[config.mk]
export PLATFORM = sky130hd
export DESIGN_NAME = duursma_lee_loader
export DESIGN_NICKNAME = d
export VERILOG_FILES = /design/src/rtl/duursma_lee_loader.sv
export SDC_FILE = /design/constraint.sdc
export NUM_CORES = 1
export LEC_CHECK = 0
export CAP_MARGIN = 20
export CORE_AREA = 10 10 308 310
export CTS_CLUSTER_DIAMETER = 200
export DETAILED_ROUTE_END_ITERATION = 8
export DIE_AREA = 0 0 318 320
export HOLD_SLACK_MARGIN = 0.1
export PLACE_DENSITY = 0.69
export SETUP_SLACK_MARGIN = 0.3
export SLEW_MARGIN = 20
export SYNTH_ARGS = -nofsm -noshare
export SYNTH_HDL_FRONTEND = slang
export SYNTH_SLANG_ARGS = --single-unit
[constraint.sdc]
create_clock -name clk -period 11 [get_ports clk]
set_input_delay 2.2 -clock clk [delete_from_list [all_inputs] [get_ports clk]]
set_output_delay 2.2 -clock clk [all_outputs]
set_load 0.005 [all_outputs]
[src/rtl/duursma_lee_loader.sv]
// Word-serial operand loader for the Duursma-Lee pairing core: assembles xp/yp/xr/yr
// from 32-bit words, rejects illegal trit encodings, pulses start and waits for done.
module duursma_lee_loader #(
  parameter int WIDTH = 193,
  parameter int WORD  = 32,
  parameter int NW    = 7
) (
  input  logic             clk,
  input  logic             reset,
  input  logic [WORD-1:0]  in_data,
  input  logic             in_valid,
  output logic             in_ready,
  input  logic             algo_done,
  output logic             start,
  output logic [WIDTH:0]   xp,
  output logic [WIDTH:0]   yp,
  output logic [WIDTH:0]   xr,
  output logic [WIDTH:0]   yr,
  output logic             err,
  output logic             busy
);

  localparam int WI = $clog2(NW);
  localparam logic [WI-1:0] LAST_WORD = WI'(NW - 1);

  typedef enum logic [1:0] {S_LOAD, S_CHECK, S_START, S_WAIT} state_t;

  state_t          state, state_next;
  logic [1:0]      op_idx;
  logic [WI-1:0]   word_idx;
  logic            bad;
  logic            done_q;
  logic [WIDTH:0]  ops [4];
  logic            accept;
  logic            last_word;
  logic            bad_word;
  int              base;

  assign accept    = in_valid && in_ready;
  assign last_word = (op_idx == 2'd3) && (word_idx == LAST_WORD);
  assign base      = int'(word_idx) * WORD;

  // A word is bad if a trit pair inside the operand reads 2'b11, or if any bit
  // that falls above the operand MSB (the padding of the last word) is set.
  always_comb begin
    // NOTE: combinational outputs get a default first so no path can infer a latch.
    bad_word = 1'b0;
    for (int i = 0; i < WORD / 2; i++) begin
      if ((base + 2 * i + 1 <= WIDTH) && (in_data[2*i +: 2] == 2'b11)) bad_word = 1'b1;
    end
    for (int k = 0; k < WORD; k++) begin
      if ((base + k > WIDTH) && in_data[k]) bad_word = 1'b1;
    end
  end

  always_comb begin
    state_next = state;
    case (state)
      S_LOAD:  if (accept && last_word) state_next = S_CHECK;
      S_CHECK: state_next = bad ? S_LOAD : S_START;
      S_START: state_next = S_WAIT;
      S_WAIT:  if (algo_done && !done_q) state_next = S_LOAD;
      default: state_next = S_LOAD;
    endcase
  end

  // NOTE: all state uses non-blocking assignments so every register samples pre-edge values.
  always_ff @(posedge clk) begin
    if (!reset) begin
      state    <= S_LOAD;
      op_idx   <= '0;
      word_idx <= '0;
      bad      <= 1'b0;
      done_q   <= 1'b0;
      // NOTE: the operand store drives the core directly, so it is cleared on reset
      // rather than left as an unreset memory.
      for (int k = 0; k < 4; k++) ops[k] <= '0;
    end else begin
      state  <= state_next;
      done_q <= algo_done;
      case (state)
        S_LOAD: begin
          if (accept) begin
            for (int b = 0; b <= WIDTH; b++) begin
              if (b / WORD == int'(word_idx)) ops[op_idx][b] <= in_data[b % WORD];
            end
            bad <= bad | bad_word;
            if (word_idx == LAST_WORD) begin
              word_idx <= '0;
              op_idx   <= op_idx + 2'd1;
            end else begin
              word_idx <= word_idx + 1'b1;
            end
          end
        end
        S_CHECK: begin
          bad      <= 1'b0;
          op_idx   <= '0;
          word_idx <= '0;
        end
        default: ;
      endcase
    end
  end

  assign in_ready = (state == S_LOAD);
  assign busy     = (state != S_LOAD);
  assign start    = (state == S_START);
  assign err      = (state == S_CHECK) && bad;

  assign xp = ops[0];
  assign yp = ops[1];
  assign xr = ops[2];
  assign yr = ops[3];

endmodule

Yosys cells after proc, flatten, opt, wreduce, memory -nomap -nowiden
Memories as Yosys holds them, arrays and structs flattened.
Cells that the tools add are included.
- reduce and logical (&&, ||, !) cells: 62
- magnitude comparators: 48
- multiplexer cells: 99
- equality and inequality tests: 31
- bitwise gates (word level): 1
- add/subtract/negate cells: 48
- operators by type and width (cell ; number):
    $le A32 B9 Y1 const B ; 16
    $add A32 B2 Y32 const B ; 15
    $gt A9 B8 Y1 const B ; 31
    $mux W194 ; 1
    $reduce_or A194 Y1 ; 1
    $add A8 B5 Y9 const B ; 16
    $mux W1 ; 85
    $add A8 B4 Y9 const B ; 8
    $logic_and A1 B1 Y1 ; 53
    $eq A2 B2 Y1 const B ; 19
    $add A8 B3 Y9 const B ; 4
    $add A8 B2 Y9 const B ; 2
    $eq A3 B3 Y1 const A ; 4
    $mux W2 ; 6
    $add A8 B1 Y9 const B ; 1
    $gt A8 B8 Y1 const B ; 1
    $pmux W2 S4 ; 1
    $mux W7 ; 1
    $eq A2 B3 Y1 const A ; 2
    $mux W3 ; 2
    $ne A2 B1 Y1 const B ; 3
    $pmux W3 S2 ; 1
    $pmux W2 S2 ; 1
    $reduce_and A2 Y1 ; 2
    other kinds (12) ; 13
- memories: 1
- register bits after elaboration: 9
- word-level logic and storage cells: 295
- input bits: 36
- RAM bits: 776
- output and inout port bits: 780
- memories (name ; words ; width ; read ports ; clocked after memory_dff ; write ports ; line ; source):
    ops ; 4 ; 194 ; 4 ; 0 ; 4 ; 33 ; logic [WIDTH:0] ops [4];

Longest topological paths before layout
Gate-level depths: netlist of run 1.
- depth in word-level cells: 54
- depth in mapped cells: 10
- gate-level depth less buffers: 7

Worst setup path after synthesis of run 1
No wires, ideal clock.
- kind: input -> register
- start point: input reset
- end point: memory ops[0][0] (netlist bit), enable pin
- path slack: 5.230 ns
- buffers on the path: 2
- setup time: 0.466 ns
- stages on the path: 6
- data required time: 10.534 ns
- data arrival time: 5.305 ns
- cell sequence: and4bb_1 -> buf_4 -> nand3_1 -> o21a_1 -> buf_2 -> o21ai_0
- RTL lines (what ; line ; source):
    from (decl) ; 9 ; input logic reset,
    to (decl) ; 33 ;

==> results by group, run 1 <==
Power
  – Share of power burned in registers: 0.503
  – Static Leakage: 0.0142 uW
  – Psw: between 1500 and 2000 uW
  – Combinational share of power: 0.099
  – Clock power share: 0.397
  – Switch share: 0.235
  – Pint: 5350 uW
  – Max rail drop VDD: 0.136 mV
  – Pwr/cell area: between 150 and 200 mW/mm^2

Clocking
  – Maximum root-to-sink buffer count: 3
  – Clk pin slew, worst setup/hold paths: 0.06 ns
  – Post-CTS Hold Fix Bufs: 0
  – CTS tree: done
  – # clock sinks: between 700 and 800
  – Post-CTS Setup Inserts: 0
  – H-tree Lvls: 3
  – Root Driver: clkbuf_16
  – Post-CTS Resized: 0
  – Clock Latency Late Sink: ~0.65 ns
  – CTS buffer count: 84

STA
  – Clock Skews: about 0.031 ns
  – Slew headroom: 0.238
  – Least-Margin Pin Slew: between 1 and 1.5 ns
  – Setup violations, final: 0
  – Max Clk Rate: roughly 0.19 GHz
  – RSZ-0062 raised after global routing: no
  – Final critical-path setup slack: around 5.7 ns
  – Post-layout min period: 5.28 ns
  – Final hold violations: 0
  – Tcrit/Tclk final: 0.480
  – Max-slew violation count: 0
  – Setup_tns: 0 ns

Critical path
  – Startpoint types: input port
  – CP endpoint kind: flip-flop
  – Req. time, crit path: approximately 11 ns
  – CP Max Fanout: 40
  – Kind of critical path: in2reg
  – Arrival @ worst endpoint: 5.53 ns

Min path
  – Hold Crit Class: reg2reg

Yosys
  – EDFF count, synth: about 780
  – Post-synthesis simple-gate area fraction: 0.112
  – Cell Area, Synth: 0.0275 mm^2
  – Async S/R FF share, synth: 0
  – Seq cells post-synth: approximately 790
  – Adder-cell area share of the yosys netlist: 0.000911
  – Compound-Gate Fraction of Synth Area: 0.0110
  – Synth warnings: 0
  – Largest family of logic cells by synthesized area: simple AND/OR/NAND/NOR gates
  – Post-synthesis net count: 1741
  – Top_reg_cell synth: edfxtp_1
  – Unique masters post-synth: 44
  – Gate Count Post-Synth: 1703
  – Post-synthesis area per instance: 16.1 um^2
  – Mux cell area share after synthesis: 0.000365
  – XOR/XNOR Fraction of Synth Area: 0.000319
  – Sequential area share after synthesis: 0.855

Routing
  – Iter 0 DRT Violations: 1830
  – DRT Pass-1 Iters: 5
  – Antenna viol nets, final: 0
  – WL/cell: 29.3 um
  – DR vias/cell: 4.80
  – Vias: between 15000 and 20000
  – Final wirelength: 111 mm
  – Residual DRC: 0

Floorplanning
  – Io pins: around 820
  – Die Width: 318 um
  – Placeable Area: 0.0882 mm^2
  – Site Rows: 109
  – Die area: 0.102 mm^2
  – Die Y: 320 um
  – Initial core utilization: 0.311

Final layout
  – Post-route cell area: ~0.04 mm^2
  – Final net count: 2600
  – Commonest cells after routing, fill and taps aside: clkdlybuf4s50_1, edfxtp_1, nor2_1
  – Area growth syn-to-layout: 45.2%
  – Fraction of layout cells with a size suffix above 1: 0.101
  – Most common cell after layout, fill and taps aside: clkdlybuf4s50_1
  – # fillers: 7690

Placement
  – Placer Congestion: 0.796
  – Placed Area: between 0.03 and 0.04 mm^2
  – Post-DP HPWL: around 80 mm
  – Port Buffers: approximately 800
  – Pre-CTS WS: 4.99 ns

Global route
  – Number of global-route vias before repair: 18200
  – First-pass GRT wire length: 152 mm
  – Initial antenna violation count: 6
  – Overall routing resource usage: 0.210
  – Grt total ovfl: 0
  – Largest net degree at the start of global routing: between 60 and 70

Status
  – Status: complete, no violations

Job
  – Max Cap Violations: 0
-- worst max-delay path: stages --
cell	delay [ns]
buf_2	0.09
buf_4	0.50
nand4bb_1	0.33
nor3b_1	0.47
o21ai_1	0.30
nand2b_2	0.64
nand2_2	0.87
-- synth_stat cells (4+ instances only) --
cell,count,area (um^2)
o21ai_0,19,95.1
buf_2,23,115
edfxtp_1,776,23300
clkbuf_1,41,154
nand2_2,10,62.6
nand3_1,6,30.0
inv_1,38,143
nor4_1,7,43.8
buf_6,8,90.1
dfxtp_1,9,180
buf_1,7,26.3
o21a_1,4,30.0
and2_1,4,25.0
nand2b_1,4,25.0
a21oi_1,5,25.0
nor2_1,532,2000
nor3_1,8,40.0
nand2_1,104,390
nor2_2,58,363
-- registers in the layout, summed over array words and instances, names as in the netlist, named ones only --
signal,flops
done_q,1
bad,1
word_idx,3
op_idx,2
ops,776
state,1
-- cells by family (layout without fill, tap and decap cells) --
family	count (synthesis)	in the layout
AO/OA/AOI/OAI	48	48
XOR/XNOR	1	1
adder cells (fa/ha/maj)	2	2
buffers and inverters	120	1043
flip-flops	785	785
multiplexers	1	1
other	0	4
AND/OR/NAND/NOR	746	746
-- per-stage QoR --
stage / utilization / hold WS, ns / cells / total power, uW
2_1_floorplan: - / 0.472 / 1703 / 3750
3_3_place_gp: 0.421 / 0.496 / 3641 / 4280
3_5_place_dp: 0.421 / 0.505 / 3641 / 4290
4_1_cts: 0.452 / 0.515 / 3791 / 7060
5_1_grt: 0.452 / 0.576 / 3792 / 7210
6_report: 0.452 / 0.521 / 3795 / 7000
-- routing by layer --
layer,up-vias,track usage,part of all wire
li1,7726,-,-
met1,9164,0.239,0.36
met2,1097,0.358,0.49
met3,210,0.0787,0.11
met4,4,0.0802,0.039
met5,-,0,0.00024
-- path summary, 6_finish.rpt --
check	start	end	slack (ns)	depth (start not counted)
worst max-delay path	reset	ops[2][169]	5.72	7
worst min-delay path	bad	bad	0.52	2
worst max register to register	word_idx[0]	ops[2][2]	7.37	6
worst min register to register	bad	bad	0.52	2
-- power by group through the flow --
stage / logic [uW] / clock network [uW] / registers, uW
2_1_floorplan: 141 / 0 / 3610
6_report: 695 / 2780 / 3520
3_3_place_gp: 698 / 0 / 3580
5_1_grt: 724 / 2950 / 3540
3_5_place_dp: 704 / 0 / 3590
4_1_cts: 706 / 2830 / 3520
-- area by class of cell --
class                           count  area [um^2]  share of cell area
Sequential cell                   785        23500               0.589
Clock inverter                     47          468              0.0117
Tap cell                         1165         1460              0.0366
Multi-Input combinational cell    798         3630              0.0910
Antenna cell                        4         10.0            0.000251
Inverter                           38          143             0.00358
Clock buffer                      103         2220              0.0556
Timing Repair Buffer              855         8450               0.212
(Power assumes the default switching activity.)
==> run 2: changes to the inputs <==
- CORE_AREA: 10 10 308 310 -> 10 10 313 315
- DIE_AREA: 0 0 318 320 -> 0 0 323 325
- clock period: 11 -> 4.4 ns (I/O delays scaled with it)
==> run 2 against run 1 <==
  * Global-route usage is essentially flat
  * Die area grew 3.2%
  * Clock skew shrank 0.0046 ns
  * Critical endpoint is now ops[1][139]
  * Critical path depth shrank 1
  * Design area grew 0.47%
  * Worst hold slack gained 0.011 ns
  * Core utilization shrank 1.4 points
  * First-iteration DRC count shrank 12%
==> results by group, run 2 (synthesis gave the netlist of run 1 again) <==
Status
  – Status: complete, no violations (unchanged)

STA
  – Max-slew violation count: 0 (unchanged)
  – RSZ-0062 raised after global routing: no (unchanged)
  – Final hold violations: 0 (unchanged)
  – Slew headroom: 0.256 (was 0.238)
  – Clock Skews: 0.0259 ns (was 0.0305 ns)
  – Least-Margin Pin Slew: 1.12 ns (was 1.14 ns)
  – Tcrit/Tclk final: 0.733
  – Hold WS: 0.532 ns (was 0.521 ns)
  – Setup violations, final: 0 (unchanged)
  – Post-layout min period: 3.22 ns
  – Max Clk Rate: 0.310 GHz

Power
  – Clock power share: 0.395 (was 0.397)
  – Pint: 13300 uW (was 5350 uW)
  – Psw: 4180 uW (was 1650 uW)
  – Share of power burned in registers: 0.504 (was 0.503)
  – Switch share: 0.239 (was 0.235)
  – Combinational share of power: 0.101 (was 0.099)
  – Max rail drop VDD: 0.321 mV (was 0.136 mV)
  – Static Leakage: 0.0143 uW (was 0.0142 uW)
  – Pwr/cell area: 436 mW/mm^2 (was 176 mW/mm^2)

Placement
  – Post-DP HPWL: 83.5 mm (was 79.9 mm)
  – Placer Congestion: 0.825 (was 0.796)
  – Port Buffers: 815 (unchanged)

Clocking
  – H-tree Lvls: 3 (unchanged)
  – Post-CTS Resized: 0 (unchanged)
  – Post-CTS Setup Inserts: 0 (unchanged)
  – Clock Latency Late Sink: 0.67 ns (was 0.65 ns)
  – # clock sinks: 785 (unchanged)
  – CTS tree: done (unchanged)
  – Clk pin slew, worst setup/hold paths: 0.06 ns (about the same)
  – Root Driver: clkbuf_16 (unchanged)
  – Maximum root-to-sink buffer count: 3 (unchanged)
  – CTS buffer count: 83 (was 84)
  – Post-CTS Hold Fix Bufs: 0 (unchanged)

Global route
  – Largest net degree at the start of global routing: 62 (was 68)
  – Most Crowded Layer GR: met2 (unchanged)
  – Grt total ovfl: 0 (unchanged)
  – Global Route met2 Usage: 0.344 (was 0.358)
  – First-pass GRT wire length: 154 mm (was 152 mm)
  – Number of global-route vias before repair: 18200 (about the same)
  – Met3 Use GR: 0.0808 (was 0.0787)
  – Overall routing resource usage: 0.211 (was 0.210)
  – Initial antenna violation count: 3 (was 6)
  – Met1 Usage GRT: 0.250 (was 0.239)

Final layout
  – Post-layout util: 0.438 (was 0.452)
  – Commonest cells after routing, fill and taps aside: clkdlybuf4s50_1, edfxtp_1, nor2_1 (unchanged)
  – Most flops, register: ops (unchanged)
  – Area growth syn-to-layout: 45.8% (was 45.2%)
  – Fraction of layout cells with a size suffix above 1: 0.107 (was 0.101)
  – Max FFs per register: 776 (unchanged)
  – Most common cell after layout, fill and taps aside: clkdlybuf4s50_1 (unchanged)
  – Final net count: 2616 (was 2600)
  – Top Registers: ops (776), word_idx (3), op_idx (2) (unchanged)
  – # fillers: 8087 (was 7690)

Routing
  – Iter 0 DRT Violations: 1618 (was 1830)
  – WL/cell: 29.9 um (was 29.3 um)
  – Antenna viol nets, final: 0 (unchanged)
  – DRT Pass-1 Iters: 5 (unchanged)
  – DR vias/cell: 4.79 (was 4.80)
  – Vias: 18400 (was 18200)
  – Final wirelength: 114 mm (was 111 mm)
  – Residual DRC: 0 (unchanged)

Critical path
  – CP endpoint kind: flip-flop (unchanged)
  – CP Max Fanout: 32 (was 40)
  – Kind of critical path: in2reg (unchanged)
  – Req. time, crit path: 4.69 ns (was 11.25 ns)
  – Startpoint types: input port (unchanged)
  – Arrival @ worst endpoint: 3.51 ns (was 5.53 ns)

Floorplanning
  – Die Y: 325 um (was 320 um)
  – Initial core utilization: 0.300 (was 0.311)
  – Die area: 0.105 mm^2 (was 0.102 mm^2)
  – Io pins: 816 (unchanged)
  – Die Width: 323 um (was 318 um)
  – Site Rows: 111 (was 109)
  – Placeable Area: 0.0914 mm^2 (was 0.0882 mm^2)

Job
  – Max Cap Violations: 0 (unchanged)

Min path
  – Hold Crit Class: reg2reg (unchanged)
==> run 2: cell types whose count changed in the layout (fill, tap and decap cells not counted), sizes merged <==
| cell | previous run | this run |
|---|---|---|
| clkinvlp | 2 | 4 |
| buf | 41 | 58 |
| inv | 45 | 43 |
| diode | 4 | 2 |
| clkinv | 32 | 33 |
| clkbuf | 103 | 98 |
==> run 2: metal layers <==
| layer | share of wire | wire length (um) |
|---|---|---|
| met1 | 0.37 | 42600 |
| met2 | 0.48 | 54400 |
| met3 | 0.12 | 13300 |
| met4 | 0.036 | 4070 |
| met5 | 0 | 0 |
==> run 2: area by class of cell <==
cell class	instances	area (um^2)	area share
inverter	38	143	0.00356
antenna	2	5.00	0.000125
multi-input combinational	798	3670	0.0915
clock buffer	98	2130	0.0533
sequential	785	23500	0.586
clock inverter	48	518	0.0129
timing repair buffer	872	8610	0.215
tap	1186	1480	0.0371
==> run 2: power by group through the flow <==
stage,logic [uW],clock network (uW),registers [uW]
floorplan,353,0,9010
global placement,1760,0,8950
detailed placement,1780,0,8970
CTS,1780,7020,8820
global route,1830,7300,8850
finish,1760,6900,8810
==> run 2: worst paths after layout <==
path                                   from           to  slack [ns]  cells past startpoint
worst max-delay path               in_valid  ops[1][139]        1.18                      6
worst min-delay path                    bad          bad        0.53                      2
worst max register to register  word_idx[0]  ops[1][139]        1.19                      7
worst min register to register          bad          bad        0.53                      2
==> run 2: critical path, cell delays in order <==
cell and delay [ns]:
clkdlybuf4s50_1 0.58, and4bb_1 0.42, o21a_2 0.35, nand2_1 0.47
o21ai_4 0.28, buf_4 0.46
==> run 2: per-stage QoR <==
stage | total power, uW | TNS [ns] | instance area, um^2 | setup WS (ns) | instances
floorplan | 9360 | -2.47 | 27500 | -0.0386 | 1703
global placement | 10700 | 0 | 37400 | 0.532 | 3678
detailed placement | 10700 | 0 | 37400 | 0.523 | 3679
CTS | 17600 | 0 | 40000 | 1.24 | 3825
global route | 18000 | 0 | 40000 | 1.04 | 3826
finish | 17500 | 0 | 40000 | 1.18 | 3827
==> run 3: changes to the inputs <==
- clock period: 4.4 -> 2.8 ns (I/O delays scaled with it)
==> run 3 against run 2 <==
  * Via count is 1.4% higher
  * First-iteration DRC count is 0.80% higher
  * Critical path depth is 4 lower
==> results by group, run 3 (synthesis gave the netlist of run 1 again) <==
Status
  – Status: complete, no violations (unchanged)

Routing
  – Iter 0 DRT Violations: 1631 (was 1618)
  – DR vias/cell: 4.73 (was 4.79)
  – DRT Pass-1 Iters: 6 (was 5)
  – WL/cell: 28.6 um (was 29.9 um)
  – Top layer in use: met5 (was met4)
  – Met2 wire len: 54.2 mm (was 54.4 mm)
  – Antenna viol nets, final: 0 (unchanged)
  – Routed length on met1: 41.7 mm (was 42.6 mm)
  – Final wirelength: 113 mm (was 114 mm)
  – Met3 Wirelength: 13.1 mm (was 13.3 mm)
  – Vias: 18600 (was 18400)
  – Residual DRC: 0 (unchanged)

Final layout
  – Top Registers: ops (776), word_idx (3), op_idx (2) (unchanged)
  – Most common cell after layout, fill and taps aside: clkdlybuf4s50_1 (unchanged)
  – Fraction of layout cells with a size suffix above 1: 0.142 (was 0.107)
  – Register area: 0.0235 mm^2 (about the same)
  – # fillers: 8043 (was 8087)
  – Commonest cells after routing, fill and taps aside: clkdlybuf4s50_1, edfxtp_1, nor2_1 (unchanged)
  – Finished Layout Cells: 3937 (was 3827)
  – Area growth syn-to-layout: 51.2% (was 45.8%)
  – Multi-input logic area: 0.00369 mm^2 (was 0.00367 mm^2)
  – Most flops, register: ops (unchanged)
  – Max FFs per register: 776 (unchanged)
  – Final net count: 2712 (was 2616)

Clocking
  – # clock sinks: 785 (unchanged)
  – CTS tree: done (unchanged)
  – Clock Latency Late Sink: 0.67 ns (about the same)
  – Maximum root-to-sink buffer count: 3 (unchanged)
  – H-tree Lvls: 3 (unchanged)
  – CTS buffer count: 84 (was 83)
  – Post-CTS Setup Inserts: 0 (unchanged)
  – Root Driver: clkbuf_16 (unchanged)
  – Clk pin slew, worst setup/hold paths: 0.06 ns (about the same)

Global route
  – Number of global-route vias before repair: 18800 (was 18200)
  – Initial antenna violation count: 10 (was 3)
  – First-pass GRT wire length: 154 mm (about the same)
  – Grt total ovfl: 0 (unchanged)
  – Overall routing resource usage: 0.208 (was 0.211)
  – Largest net degree at the start of global routing: 38 (was 62)

Power
  – Pwr/cell area: 677 mW/mm^2 (was 436 mW/mm^2)
  – Clock power share: 0.401 (was 0.395)
  – Max rail drop VDD: 0.713 mV (was 0.321 mV)
  – Share of power burned in registers: 0.492 (was 0.504)
  – Switch share: 0.236 (was 0.239)
  – Static Leakage: 0.0150 uW (was 0.0143 uW)
  – Psw: 6630 uW (was 4180 uW)
  – Combinational share of power: 0.107 (was 0.101)
  – Pint: 21500 uW (was 13300 uW)

Critical path
  – Reg2reg start: word_idx[1] (was word_idx[0])
  – Cell family contributing the most delay on the critical path: buffers and inverters (unchanged)
  – Req. time, crit path: 2.24 ns (was 4.69 ns)
  – Crit path buf inv count: 1 (was 2)
  – CP Max Fanout: 8 (was 32)
  – Slowest CP cell: clkdlybuf4s50_1 (unchanged)
  – CP max stage delay: 0.56 ns (was 0.58 ns)
  – Startpoint types: flip-flop (was input port)
  – Crit-path cells: nor2_4 -> clkdlybuf4s50_1 (was clkdlybuf4s50_1 -> and4bb_1 -> o21a_2 -> nand2_1 -> o21ai_4 -> buf_4)
  – Flop-to-flop setup slack: 0.49 ns (was 1.19 ns)
  – Kind of critical path: reg2out (was in2reg)
  – CP endpoint kind: output pin (was flip-flop)
  – Arrival @ worst endpoint: 1.83 ns (was 3.51 ns)

Placement
  – Post-DP HPWL: 83.9 mm (was 83.5 mm)
  – Placer Congestion: 0.813 (was 0.825)
  – Post-Place Cells: 3774 (was 3679)
  – Port Buffers: 815 (unchanged)

Job
  – Max Cap Violations: 0 (unchanged)

Floorplanning
  – Initial core utilization: 0.300 (unchanged)
  – Placeable Area: 0.0914 mm^2 (unchanged)
  – Die Width: 323 um (unchanged)
  – Io pins: 816 (unchanged)
  – Die Y: 325 um (unchanged)
  – Die area: 0.105 mm^2 (unchanged)
  – Site Rows: 111 (unchanged)

STA
  – Clock Skews: 0.0410 ns (was 0.0259 ns)
  – Setup_tns: 0 ns (unchanged)
  – Setup violations, final: 0 (unchanged)
  – Max-slew violation count: 0 (unchanged)
  – RSZ-0062 raised after global routing: no (unchanged)
  – Post-layout min period: 2.39 ns
  – Least-Margin Pin Slew: 0.843 ns (was 1.12 ns)
  – Max Clk Rate: 0.418 GHz
  – Final hold violations: 0 (unchanged)
  – Slew headroom: 0.438 (was 0.256)
  – Tcrit/Tclk final: 0.854
  – Hold WS: 0.414 ns (was 0.532 ns)

Min path
  – Worst Min Path Start: reset (was bad)
  – Hold Crit Class: in2reg (was reg2reg)
run 3: changes by cell type in the layout (fill, tap and decap cells not counted), moves of 3 or more:
cell | before | now
bufinv_16 | 6 | 9
buf_4 | 55 | 104
clkinv_2 | 12 | 15
diode_2 | 2 | 7
clkbuf_1 | 15 | 20
buf_12 | 1 | 48
inv_6 | 1 | 4
run 3: path summary, 6_finish.rpt:
kind                       to  cells after the start
setup / recovery     in_ready                      2
hold reg to reg           bad                      2
setup reg to reg  ops[1][171]                      8
hold / removal    word_idx[2]                      4
run 3: per-stage QoR:
step / setup slack, ns / util / power (uW) / instance area, um^2
3_5_place_dp: -0.0124 / 0.423 / 17100 / 38700
5_1_grt: 0.332 / 0.454 / 29000 / 41500
6_report: 0.408 / 0.454 / 28100 / 41500
3_3_place_gp: 0.00839 / 0.423 / 17100 / 38700
2_1_floorplan: 0.0749 / - / 14700 / 27600
4_1_cts: 0.339 / 0.454 / 28400 / 41500
run 3: repair_timing:
action,4_1_cts,5_1_grt
hold buffers,0,0
gates resized for setup,7,1
endpoints found under the setup margin,4,72
hold endpoints to repair,0,0
run 3: worst register-to-register path: stages (launching register included):
cell and delay (ns):
dfxtp_1 0.34, nand2_1 0.11, inv_1 0.10, ha_2 0.29, o21a_2 0.29, nand2_1 0.16, buf_4 0.22, o21ai_4 0.17
buf_12 0.25
run 3: power by group through the flow:
stage | Clock (uW) | Combinational, uW | Sequential (uW)
after floorplan | 0 | 583 | 14100
after global placement | 0 | 3030 | 14000
after detailed placement | 0 | 3060 | 14100
after CTS | 11500 | 3060 | 13800
after global routing | 12000 | 3160 | 13900
final | 11300 | 3020 | 13800
run 3: layout make-up:
cell class                      instances  area share
Antenna cell                            7    0.000422
Clock buffer                          104      0.0525
Clock inverter                         52      0.0149
Inverter                               38     0.00344
Multi-Input combinational cell        798      0.0888
Sequential cell                       785       0.566
Tap cell                             1186      0.0358
Timing Repair Buffer                  967       0.238
run 3: layer usage:
layer,up-vias,GRT usage
li1,7954,-
met1,9457,0.245
met2,1003,0.345
met3,189,0.0839
met4,4,0.0654
met5,-,0
